### config.mk
export PLATFORM = sky130hd
export DESIGN_NAME = regfile_wb_arbiter
export DESIGN_NICKNAME = d
export VERILOG_FILES = /design/src/rtl/regfile_wb_arbiter_pkg.sv /design/src/rtl/regfile_wb_arbiter_wb_slot.sv /design/src/rtl/regfile_wb_arbiter.sv
export SDC_FILE = /design/constraint.sdc
export NUM_CORES = 1
export LEC_CHECK = 0
export CORE_ASPECT_RATIO = 0.5
export CORE_MARGIN = 2
export CORE_UTILIZATION = 65
export DETAILED_ROUTE_END_ITERATION = 10
export DONT_BUFFER_PORTS = 1
export HOLD_SLACK_MARGIN = 0.12
export PLACE_DENSITY = 0.85
export SLEW_MARGIN = 20
export SYNTH_ARGS = -nofsm -noshare
export SYNTH_HDL_FRONTEND = slang
export SYNTH_SLANG_ARGS = --single-unit
export TNS_END_PERCENT = 5
### constraint.sdc
create_clock -name clk -period 3.1 [get_ports clk]
set_input_delay 0.62 -clock clk [delete_from_list [all_inputs] [get_ports clk]]
set_output_delay 0.62 -clock clk [all_outputs]
set_load 0.05 [all_outputs]
### src/rtl/regfile_wb_arbiter_pkg.sv
// Shared widths, source encodings, slot payload and arbitration state for the
// register-file write-back arbiter.
package regfile_wb_arbiter_pkg;

  localparam int unsigned DATA_W   = 16;
  localparam int unsigned ADDR_W   = 3;
  localparam int unsigned NUM_REGS = 8;
  localparam int unsigned STALL_W  = 8;

  typedef enum logic {
    SRC_ALU = 1'b0,
    SRC_MEM = 1'b1
  } src_e;

  typedef enum logic [1:0] {
    ARB_IDLE     = 2'd0,
    ARB_ONE      = 2'd1,
    ARB_CONFLICT = 2'd2
  } arb_state_e;

  typedef struct packed {
    logic [ADDR_W-1:0] dest;
    logic [DATA_W-1:0] data;
  } wb_payload_t;

  // Saturating increment for the conflict counter.
  function automatic logic [STALL_W-1:0] sat_inc(input logic [STALL_W-1:0] v);
    return (v == {STALL_W{1'b1}}) ? v : v + STALL_W'(1);
  endfunction

endpackage

### src/rtl/regfile_wb_arbiter_wb_slot.sv
// One write-back holding slot: full flag plus registered dest/data payload.
// Load and clear are never asserted together by the arbiter (load needs empty,
// clear needs full); clear is applied first so a stray overlap would reload.
module wb_slot
  import regfile_wb_arbiter_pkg::*;
(
  input  logic        clk,
  input  logic        rst_n,
  input  logic        load_i,
  input  logic        clear_i,
  input  wb_payload_t payload_i,
  output logic        full_o,
  output wb_payload_t payload_o
);

  logic        full_q, full_d;
  wb_payload_t payload_q, payload_d;

  // Next-state for the full flag and payload.
  always_comb begin
    full_d    = full_q;
    payload_d = payload_q;
    if (clear_i) full_d = 1'b0;
    if (load_i) begin
      full_d    = 1'b1;
      payload_d = payload_i;
    end
  end

  // Slot state register.
  always_ff @(posedge clk or negedge rst_n) begin
    if (!rst_n) begin
      full_q    <= 1'b0;
      payload_q <= '0;
    end else begin
      full_q    <= full_d;
      payload_q <= payload_d;
    end
  end

  assign full_o    = full_q;
  assign payload_o = payload_q;

endmodule

### src/rtl/regfile_wb_arbiter.sv
// Register-file write-back arbiter: one holding slot each for ALU results and
// memory loads, one register-file write per cycle, pending-write scoreboard and
// a saturating count of conflict cycles.
// Optional feature macro WB_ROUND_ROBIN_EN: conflicts alternate between the two
// sources; when undefined MEM always beats ALU and no pointer is built.
module regfile_wb_arbiter
  import regfile_wb_arbiter_pkg::*;
(
  input  logic                clk,
  input  logic                reset,
  input  logic                alu_valid,
  output logic                alu_ready,
  input  logic [ADDR_W-1:0]   alu_dest,
  input  logic [DATA_W-1:0]   alu_data,
  input  logic                mem_valid,
  output logic                mem_ready,
  input  logic [ADDR_W-1:0]   mem_dest,
  input  logic [DATA_W-1:0]   mem_data,
  input  logic                issue_en,
  input  logic [ADDR_W-1:0]   issue_dest,
  output logic                rf_w_en,
  output logic [ADDR_W-1:0]   rf_dest,
  output logic [DATA_W-1:0]   rf_w_in,
  output logic [NUM_REGS-1:0] busy,
  output logic [STALL_W-1:0]  stall_cnt
);

  logic        alu_full, mem_full;
  wb_payload_t alu_pl, mem_pl, alu_in, mem_in;
  logic        alu_load_c, mem_load_c;
  logic        grant_alu_c, grant_mem_c;
  arb_state_e  arb_state_c;

  logic                rf_w_en_q, rf_w_en_d;
  logic [ADDR_W-1:0]   rf_dest_q, rf_dest_d;
  logic [DATA_W-1:0]   rf_w_in_q, rf_w_in_d;
  logic [NUM_REGS-1:0] busy_q, busy_d, busy_set_c, busy_clr_c;
  logic [STALL_W-1:0]  stall_cnt_q, stall_cnt_d;

`ifdef WB_ROUND_ROBIN_EN
  src_e last_q, last_d;
`endif

  assign alu_in     = '{dest: alu_dest, data: alu_data};
  assign mem_in     = '{dest: mem_dest, data: mem_data};
  // Ready comes straight from the full flops, so valid never loops into ready.
  assign alu_load_c = alu_valid & ~alu_full;
  assign mem_load_c = mem_valid & ~mem_full;

  wb_slot u_alu_slot (
    .clk       (clk),
    .rst_n     (reset),
    .load_i    (alu_load_c),
    .clear_i   (grant_alu_c),
    .payload_i (alu_in),
    .full_o    (alu_full),
    .payload_o (alu_pl)
  );

  wb_slot u_mem_slot (
    .clk       (clk),
    .rst_n     (reset),
    .load_i    (mem_load_c),
    .clear_i   (grant_mem_c),
    .payload_i (mem_in),
    .full_o    (mem_full),
    .payload_o (mem_pl)
  );

  // Classify slot occupancy and pick exactly one winner when any slot is full.
  always_comb begin
    arb_state_c = ARB_IDLE;
    grant_alu_c = 1'b0;
    grant_mem_c = 1'b0;
    case ({mem_full, alu_full})
      2'b01: begin
        arb_state_c = ARB_ONE;
        grant_alu_c = 1'b1;
      end
      2'b10: begin
        arb_state_c = ARB_ONE;
        grant_mem_c = 1'b1;
      end
      2'b11: begin
        arb_state_c = ARB_CONFLICT;
`ifdef WB_ROUND_ROBIN_EN
        if (last_q == SRC_MEM) grant_alu_c = 1'b1;
        else                   grant_mem_c = 1'b1;
`else
        grant_mem_c = 1'b1;
`endif
      end
      default: ;
    endcase
  end

  // Next-state for the write port, scoreboard and conflict counter.
  always_comb begin
    rf_w_en_d   = grant_alu_c | grant_mem_c;
    rf_dest_d   = rf_dest_q;
    rf_w_in_d   = rf_w_in_q;
    stall_cnt_d = stall_cnt_q;
    busy_set_c  = '0;
    busy_clr_c  = '0;
`ifdef WB_ROUND_ROBIN_EN
    last_d      = last_q;
`endif
    if (grant_mem_c) begin
      rf_dest_d = mem_pl.dest;
      rf_w_in_d = mem_pl.data;
`ifdef WB_ROUND_ROBIN_EN
      last_d    = SRC_MEM;
`endif
    end else if (grant_alu_c) begin
      rf_dest_d = alu_pl.dest;
      rf_w_in_d = alu_pl.data;
`ifdef WB_ROUND_ROBIN_EN
      last_d    = SRC_ALU;
`endif
    end
    if (arb_state_c == ARB_CONFLICT) stall_cnt_d = sat_inc(stall_cnt_q);
    // Set is applied after clear so a same-cycle issue keeps the bit pending.
    if (rf_w_en_q) busy_clr_c = NUM_REGS'(1) << rf_dest_q;
    if (issue_en)  busy_set_c = NUM_REGS'(1) << issue_dest;
    busy_d = (busy_q & ~busy_clr_c) | busy_set_c;
  end

  // Output and bookkeeping registers.
  always_ff @(posedge clk or negedge reset) begin
    if (!reset) begin
      rf_w_en_q   <= 1'b0;
      rf_dest_q   <= '0;
      rf_w_in_q   <= '0;
      busy_q      <= '0;
      stall_cnt_q <= '0;
    end else begin
      rf_w_en_q   <= rf_w_en_d;
      rf_dest_q   <= rf_dest_d;
      rf_w_in_q   <= rf_w_in_d;
      busy_q      <= busy_d;
      stall_cnt_q <= stall_cnt_d;
    end
  end

`ifdef WB_ROUND_ROBIN_EN
  // Last-granted source; reset as if ALU had just been served.
  always_ff @(posedge clk or negedge reset) begin
    if (!reset) last_q <= SRC_ALU;
    else        last_q <= last_d;
  end
`endif

  assign alu_ready = ~alu_full;
  assign mem_ready = ~mem_full;
  assign rf_w_en   = rf_w_en_q;
  assign rf_dest   = rf_dest_q;
  assign rf_w_in   = rf_w_in_q;
  assign busy      = busy_q;
  assign stall_cnt = stall_cnt_q;

endmodule

Word-level counts from Yosys, hierarchy flattened
Index checks and enable logic that the tools add are counted.
{"block": "classes", "mux": 13, "div_mod_pow": 0, "n_addsub": 1, "n_eq_ne": 5, "reduce_logical": 6, "multipliers": 0, "bitwise": 9, "magnitude_cmp": 0, "shifts": 2}
{"cell": "16-bit 2-to-1 mux", "n": 2}
{"cell": "8-bit 2-to-1 mux", "n": 2}
{"cell": "1-bit by 3-bit << shifter with 8-bit output, first input constant", "n": 2}
{"cell": "8-bit by 1-bit adder with 8-bit output, second input constant", "n": 1}
{"cell": "8-bit AND", "n": 1}
{"cell": "8-bit == test, second input constant", "n": 1}
{"cell": "8-bit NOT", "n": 1}
{"cell": "8-bit OR", "n": 1}
{"cell": "2-bit == test, second input constant", "n": 3}
{"cell": "1-bit 2-to-1 mux", "n": 6}
{"cell": "3-bit 2-to-1 mux", "n": 2}
{"cell": "2-bit nonzero test", "n": 3}
{"cell": "2-bit case mux with 2 select lines", "n": 1}
{"cell": "2-bit OR reduction", "n": 2}
{"cell": "1-bit NOT", "n": 3}
{"cell": "1-bit AND", "n": 2}
{"cell": "2-bit by 1-bit == test with 1-bit output, second input constant", "n": 1}
{"cell": "2-bit AND reduction", "n": 1}
{"cell": "1-bit OR", "n": 1}
{"block": "word_totals", "rom_bits": 0, "in_bits": 46, "latch_bits": 0, "elab_cells": 47, "out_inout_bits": 38, "register_bits": 76, "n_memories": 0, "mem_bits_rw": 0}

Logic depth before layout (Yosys ltp)
Gate-level depths: netlist (run 1).
{"block": "logic_depth", "ltp_word": 5, "mapped_depth": 4, "ltp_nobuf": 4}

By module
From an unflattened synthesis (run 1), not the netlist that was laid out.
{"block": "hier_totals", "cells_unflattened": 246, "area_unflattened_um2": 3313.2}
{"mod": "regfile_wb_arbiter", "area_each_um2": 1674.1, "instances": 1, "cells_each": 160, "seq_area_each_um2": 900.9}
{"mod": "wb_slot", "area_each_um2": 819.5, "instances": 2, "cells_each": 43, "seq_area_each_um2": 500.5}

Worst setup path before layout (run 1)
Ideal clock, no wire load.
{"block": "synth_path", "path_kind": "flip-flop to flip-flop", "start": "reg stall_cnt_q[1], in the netlist stall_cnt[1]", "end": "reg stall_cnt_q[1], in the netlist stall_cnt[1]", "required_time_ps": 2972, "slack_ps": 1236, "period_less_slack_ps": 1864, "setup_time_ps": 128, "path_buffers": 0, "t_arrival_ps": 1736, "path_stages_with_launch": 5, "path_cell_list": "dfrtp_1 ha_1 nand2_1 o311ai_2 mux2_1"}
{"block": "synth_via", "elab_chain_len": 3, "word_cells_on_any_way": 4, "cone_classes": "add/sub: 1; eq/ne: 1; bitwise: 1; reduce/logical: 1"}
{"element": "from (decl)", "line": "regfile_wb_arbiter.sv:38", "text": "logic [STALL_W-1:0] stall_cnt_q, stall_cnt_d;"}
{"element": "from (signal assigned)", "line": "regfile_wb_arbiter.sv:141", "text": "stall_cnt_q <= stall_cnt_d;"}
{"element": "parallel branches: the longest is 3 deep, another holds 8-bit by 1-bit adder with 8-bit output"}
Parallel ways; which one is timed is not known.
A chain may end at the register's enable or synchronous reset.

Worst setup path after layout (run 1)
{"block": "layout_path", "start": "reg u_alu_slot.full_q, in the netlist u_alu_slot.full_o", "end": "out alu_ready"}
{"block": "layout_via", "elab_chain_len": 1}
{"element": "from (decl)", "line": "regfile_wb_arbiter_wb_slot.sv:16", "text": "logic full_q, full_d;"}
{"element": "from (signal assigned)", "line": "regfile_wb_arbiter_wb_slot.sv:36", "text": "full_q <= full_d;"}
{"element": "1-bit NOT", "line": "regfile_wb_arbiter.sv:153", "text": "assign alu_ready = ~alu_full;"}
{"element": "to (decl)", "line": "regfile_wb_arbiter.sv:12", "text": "output logic alu_ready,"}
Every way passes these cells.

==> summary.txt, run 1 <==
Synthesis
  • Top cell type's share of synthesized area: 0.605
  • Async set-reset flop share out of synthesis: 1.00
  • Mapped Area: 3150 um^2
  • Synth cell count leaders: dfrtp_1 (76), mux2_2 (37), o21ai_0 (32)
  • Synth area leader: dfrtp_1
  • Yosys Warn Count: 0
  • Post-Syn Nets: 292
  • Post-synth EDFFs: 0
  • Post-synth top flop: dfrtp_1
  • Gate Count Post-Synth: 245
  • Synthesized flop and latch total: 76
  • Area contributors post-synth: dfrtp_1 (60%), mux2_2 (13%), mux2i_1 (6.0%)
  • Syn avg cell area: 12.8 um^2
  • Top-count cell post-synth: dfrtp_1
  • Post-synthesis sequential area ratio: 0.605
  • Distinct cells, synth: 28

Global routing
  • Largest net degree at the start of global routing: 77
  • Number of global-route vias before repair: 2013
  • GRT overflow: 0
  • Total GRT Usage: 0.247
  • Global-route wire length before repair: 9.63 mm
  • Initial antenna violation count: 0

Placement
  • Port Buffers: 0
  • GP Congestion: 0.926
  • DP Worst Slack: 1.06 ns
  • Placed Cells: 303
  • Dpl hpwl: 4.21 mm

Floorplanning
  • Die Y: 53.2 um
  • Core ar.: 4530 um^2
  • Die Width: 102 um
  • IO Pins: 84
  • Die area: 5450 um^2
  • Initial core utilization: 0.694
  • Rows: 17

Pwr
  • Leakage: 1.47 nW
  • Tot Pwr: 0.00309 W
  • Sw power: 0.00128 W
  • Switching fraction of total power: 0.413
  • Seq pwr share: 0.633
  • Comb power frac: 0.130
  • VDD IR max: 432 uV
  • PD cells: 904 nW/um^2
  • Clock share of power: 0.237
  • Internal Power: 0.00181 W

Detailed routing
  • Via density: 5.96
  • Via count: 1906
  • Initial DRC Count: 75
  • Post-route ant nets: 0
  • Drt drc: 0
  • DRT Wirelength: 6.09 mm
  • Drt wl/cell: 19.0 um
  • First-pass DRT Iterations: 4

Timing
  • Unrepaired setup endpoints after global routing: false
  • Final clock skew: 0.0120 ns
  • Hold WS: 0.165 ns
  • Max-slew violation count: 0
  • Count of final hold-check violations: 0
  • Min cycle time layout: 2.26 ns
  • Final setup TNS: 0 ns
  • Worst rel slew slack: 0.479
  • Setup violators final: 0
  • Tcrit/Tclk final: 0.729
  • Slew @ Worst Pin: 0.782 ns
  • Final setup margin: 0.839 ns
  • Fmax: 442 MHz

Setup path
  • CP Launch Type: flip-flop
  • Peak fanout along the critical path: 16
  • Critical path's largest stage delay: 0.85 ns
  • Crit path max-delay cell type: dfrtp_1
  • Crit-path cells: inv_1
  • WP data arrival: 1.64 ns
  • Largest delay contributor family on the critical path: flip-flops
  • WP buf/inv: 1
  • Critical path type: reg -> out
  • CP Capture Type: output port
  • Worst endpoint required time: 2.48 ns

Clock network
  • CTS tree: yes
  • CTS H-tree depth: 3
  • Clk_lat worst skew: 0.34 ns
  • # clock sinks: 76
  • Worst-path clk slew: 0.08 ns
  • Clk Tree Root Cell: clkbuf_8
  • Clock Tree Buf Depth: 2
  • Total CTS buffers: 9
  • Post_cts resized: 0

Finish
  • Cell Count, Final, Fillers Out: 320
  • Antenna Cells: 0
  • Fraction of layout cells with a size suffix above 1: 0.248
  • Fillers: 305
  • Nets: 296
  • Layout area overhead: 8.63%

Job
  • Max-Cap Viols: 0

Outcome
  • Outcome: finished clean

Worst hold path
  • HP Class: in -> async
through the flow:
step / instance area, um^2 / util
3_3_place_gp: 3200 / 0.705
6_report: 3420 / 0.754
3_5_place_dp: 3200 / 0.705
2_1_floorplan: 3150 / -
4_1_cts: 3420 / 0.754
5_1_grt: 3420 / 0.754
per-layer routing:
layer | track usage | wire length, um
met4 | 0.0889 | 71
met3 | 0.118 | 611
met5 | 0 | 0
met2 | 0.417 | 2960
met1 | 0.280 | 2440
placed cells by master (no fill, tap or decap), types with 2 or more instances in the layout:
cell,count
dfrtp_1,76
mux2_2,37
o21ai_0,32
nand2_1,27
mux2i_1,19
clkbuf_8,10
nand2b_1,6
a21oi_1,5
o31ai_1,4
mux2_1,4
buf_4,4
and4_1,3
inv_1,2
and3_2,2
a31oi_1,2
nand4_1,2
nor2b_2,2
clkinv_2,2
clkbuf_1,2
cells by family after synthesis:
family / share of synthesized area
compound gates: 0.0800
xor+xnor: 0.00278
fa+ha+maj: 0.00398
buf+inv: 0.0239
flops: 0.605
mux: 0.207
simple gates: 0.0776
final timing paths:
kind / from / endpoint / slack, ns / depth (start not counted)
setup / recovery: u_alu_slot.full_o$_DFFE_PN0P_ / alu_ready / 0.84 / 1
hold / removal: reset / busy[3]$_DFF_PN0_ / 0.17 / 1
setup reg to reg: stall_cnt[1]$_DFFE_PN0P_ / stall_cnt[1]$_DFFE_PN0P_ / 1.01 / 4
hold reg to reg: u_mem_slot.payload_o[10]$_DFFE_PN0P_ / rf_w_in[10]$_DFFE_PN0P_ / 0.48 / 2
max in group asynchronous: reset / u_alu_slot.payload_o[6]$_DFFE_PN0P_ / 2.65 / 1
min in group clk: issue_dest[1] / busy[0]$_DFF_PN0_ / 0.37 / 1
state kept, by name, indices dropped and copies added (netlist names):
register and cells:
u_mem_slot.full_o 1, u_mem_slot.payload_o 19, u_alu_slot.payload_o 19, rf_w_en 1
busy 8, stall_cnt 8, rf_w_in 16, rf_dest 3
u_alu_slot.full_o 1
power groups by stage:
| stage | Clock [W] | Sequential [W] | Combinational (W) |
|---|---|---|---|
| floorplan | 0 | 0.00190 | 0.000327 |
| detailed placement | 0 | 0.00197 | 0.000379 |
| CTS | 0.000747 | 0.00195 | 0.000402 |
| finish | 0.000732 | 0.00196 | 0.000400 |
| global route | 0.000787 | 0.00200 | 0.000450 |
| global placement | 0 | 0.00195 | 0.000348 |
repair_timing:
action | in CTS | in global routing
hold buffers | 1 | 0
setup buffers | 0 | 0
hold endpoints to repair | 76 | 0
endpoints found under the setup margin | 0 | 0
layout make-up:
cell class	count	area (um^2)	share of cell area
timing repair buffer	5	57.6	0.0168
clock inverter	4	48.8	0.0143
inverter	2	7.51	0.00220
clock buffer	12	145	0.0425
multi-input combinational	155	1170	0.343
sequential	76	1900	0.557
tap	66	82.6	0.0242
worst register-to-register path, cell delays in order (launching register included):
cell and delay (ns):
dfrtp_1 0.75, ha_1 0.32, nand2_1 0.13, o311ai_2 0.41
mux2_1 0.37
No activity file was read; power rests on OpenSTA's default activity.
==> run 2: changes to the inputs <==
- CORE_UTILIZATION: 65 -> 62
- PLACE_DENSITY: 0.85 -> 0.82
- clock period: 3.1 -> 2.1 ns (I/O delays scaled with it)
==> summary.txt, run 2 (synthesis results as in run 1) <==
Timing
  • Count of final hold-check violations: 76 (+76)
  • Slew @ Worst Pin: 0.664 ns (-0.118 ns)
  • Tcrit/Tclk final: 0.862
  • Hold WS: -0.235 ns (-0.400 ns)
  • Final setup TNS: 0 ns (unchanged)
  • Worst rel slew slack: 0.557 (+0.0786)
  • Setup violators final: 0 (unchanged)
  • Fmax: 553 MHz
  • Max-slew violation count: 0 (unchanged)
  • Unrepaired setup endpoints after global routing: false
  • Min cycle time layout: 1.81 ns
  • Final clock skew: 0.0105 ns (-0.00150 ns)

Placement
  • Port Buffers: 0 (unchanged)
  • Placed Cells: 319 (+5.3%)
  • Post-DP Area: 3290 um^2 (+3.0%)
  • GP Congestion: 0.835 (-9.9%)
  • Dpl hpwl: 4.27 mm (+1.4%)

Setup path
  • Crit-path cells: buf_4, inv_1
  • Worst endpoint required time: 1.68 ns (-0.80 ns)
  • CP Capture Type: output port
  • WP buf/inv: 2 (+1)
  • Peak fanout along the critical path: 9 (-7)
  • Critical path type: reg -> out
  • Crit path max-delay cell type: dfrtp_1
  • CP Launch Type: flip-flop
  • Critical path's largest stage delay: 0.47 ns (-0.38 ns)
  • Reg2reg end: stall_cnt[1]$_DFFE_PN0P_
  • Worst R2R Setup Slack: 0.56 ns (-0.45 ns)
  • WP data arrival: 1.39 ns (-0.25 ns)
  • Crit Reg-Reg Startpoint: stall_cnt[0]$_DFFE_PN0P_
  • Largest delay contributor family on the critical path: buffers and inverters
  • FF-to-FF path depth: 4 (unchanged)

Clock network
  • # clock sinks: 76 (unchanged)
  • Clock Tree Buf Depth: 2 (unchanged)
  • CTS H-tree depth: 3 (unchanged)
  • Worst-path clk slew: 0.08 ns (about the same)
  • Post_cts resized: 0 (unchanged)
  • CTS tree: yes
  • Clk_lat worst skew: 0.34 ns (about the same)
  • Setup Fix Bufs, Post-CTS: 0 (unchanged)
  • Total CTS buffers: 9 (unchanged)
  • Clk Tree Root Cell: clkbuf_8

Finish
  • Nets: 307 (+3.7%)
  • Fillers: 348 (+14%)
  • Fraction of layout cells with a size suffix above 1: 0.283 (+0.0350)
  • Commonest non-fill, non-tap cell in the layout: dfrtp_1
  • Most frequent cells in the layout: dfrtp_1 (76), mux2_2 (37), o21ai_0 (32)
  • Footprint of the multi-input gates: 1170 um^2 (unchanged)
  • Layout area overhead: 11.5%
  • Antenna Cells: 0 (unchanged)
  • Post-route core utilization: 0.714 (-0.0399)
  • Cell Count, Final, Fillers Out: 335 (+4.7%)
  • FF/Latch Area: 1900 um^2 (unchanged)
  • Final instance area: 3510 um^2 (+2.6%)

Pwr
  • Seq pwr share: 0.566 (-0.067)
  • Leakage: 1.53 nW (+3.4%)
  • Switching fraction of total power: 0.400 (-0.0129)
  • Clock share of power: 0.253 (+0.016)
  • Sw power: 0.00189 W (+48%)
  • PD cells: 1340 nW/um^2 (+49%)
  • VDD IR max: 635 uV (+47%)
  • Internal Power: 0.00283 W (+56%)
  • Comb power frac: 0.181 (+0.051)

Worst hold path
  • HP Class: in -> async

Global routing
  • Initial antenna violation count: 0 (unchanged)
  • Largest net degree at the start of global routing: 77 (unchanged)
  • Number of global-route vias before repair: 1923 (-4.5%)
  • Global-route wire length before repair: 9.66 mm (+0.29%)
  • GRT overflow: 0 (unchanged)
  • Total GRT Usage: 0.231 (-0.0166)

Outcome
  • Violated checks: negative hold slack
  • Outcome: finished with violations

Detailed routing
  • Via count: 1921 (+0.79%)
  • Initial DRC Count: 106 (+41%)
  • Post-route ant nets: 0 (unchanged)
  • Drt drc: 0 (unchanged)
  • DRT Wirelength: 6.17 mm (+1.3%)
  • Via density: 5.73 (-3.7%)
  • Drt wl/cell: 18.4 um (-3.2%)
  • First-pass DRT Iterations: 7 (+3)

Job
  • Max-Cap Viols: 0 (unchanged)

Floorplanning
  • Core ar.: 4910 um^2 (+8.4%)
  • Die Y: 54.4 um (+2.2%)
  • IO Pins: 84 (unchanged)
  • Initial core utilization: 0.641 (-0.0536)
  • Die area: 5690 um^2 (+4.6%)
  • Rows: 18 (+1)
  • Die Width: 105 um (+2.3%)
==> run 2: metal layers <==
| metal | wire (um) | vias up | global-route usage |
|---|---|---|---|
| met1 | 2520 | 959 | 0.265 |
| li1 | - | 891 | - |
| met2 | 3120 | 67 | 0.408 |
| met5 | 0 | - | 0 |
| met4 | 29 | 0 | 0.0556 |
| met3 | 498 | 4 | 0.108 |
==> run 2: power by group through the flow <==
stage / registers (W) / logic [W] / clock network, W
final: 0.00267 / 0.000855 / 0.00119
after global routing: 0.00271 / 0.000928 / 0.00127
after CTS: 0.00267 / 0.000859 / 0.00121
after detailed placement: 0.00270 / 0.000853 / 0
after global placement: 0.00268 / 0.000813 / 0
after floorplan: 0.00280 / 0.000483 / 0
==> run 2: final cells by class <==
cell class              instances  share of cell area
well taps                      70              0.0250
repair buffers                 16              0.0342
clock inverters                 6              0.0253
inverters                       2             0.00214
multi-input cells             155               0.335
clock buffers                  10              0.0364
flip-flops and latches         76               0.542
==> run 2: worst reg2reg max path, delay by kind of cell (launching register included) <==
| kind | cells | cell delay [ns] |
|---|---|---|
| multiplexers | 1 | 0.36 |
| AND/OR/NAND/NOR | 1 | 0.13 |
| AO/OA/AOI/OAI | 1 | 0.38 |
| adder cells (fa/ha/maj) | 1 | 0.20 |
| flip-flops | 1 | 0.36 |
==> run 2: worst max path at each step <==
stage	start	endpoint	slack (ns)	cells past startpoint
5_1_grt	u_alu_slot.full_o$_DFFE_PN0P_	alu_ready	0.23	2
3_5_place_dp	stall_cnt[0]$_DFFE_PN0P_	stall_cnt[1]$_DFFE_PN0P_	0.59	4
2_1_floorplan	stall_cnt[1]$_DFFE_PN0P_	stall_cnt[1]$_DFFE_PN0P_	0.24	4
3_3_place_gp	stall_cnt[0]$_DFFE_PN0P_	stall_cnt[1]$_DFFE_PN0P_	0.64	4
4_1_cts	u_alu_slot.full_o$_DFFE_PN0P_	alu_ready	0.28	2
6_report	u_alu_slot.full_o$_DFFE_PN0P_	alu_ready	0.29	2
==> run 2: through the flow <==
step           power [W]  setup WS [ns]
2_1_floorplan    0.00328          0.236
3_3_place_gp     0.00349          0.643
3_5_place_dp     0.00355          0.586
4_1_cts          0.00473          0.280
5_1_grt          0.00492          0.231
6_report         0.00472          0.290
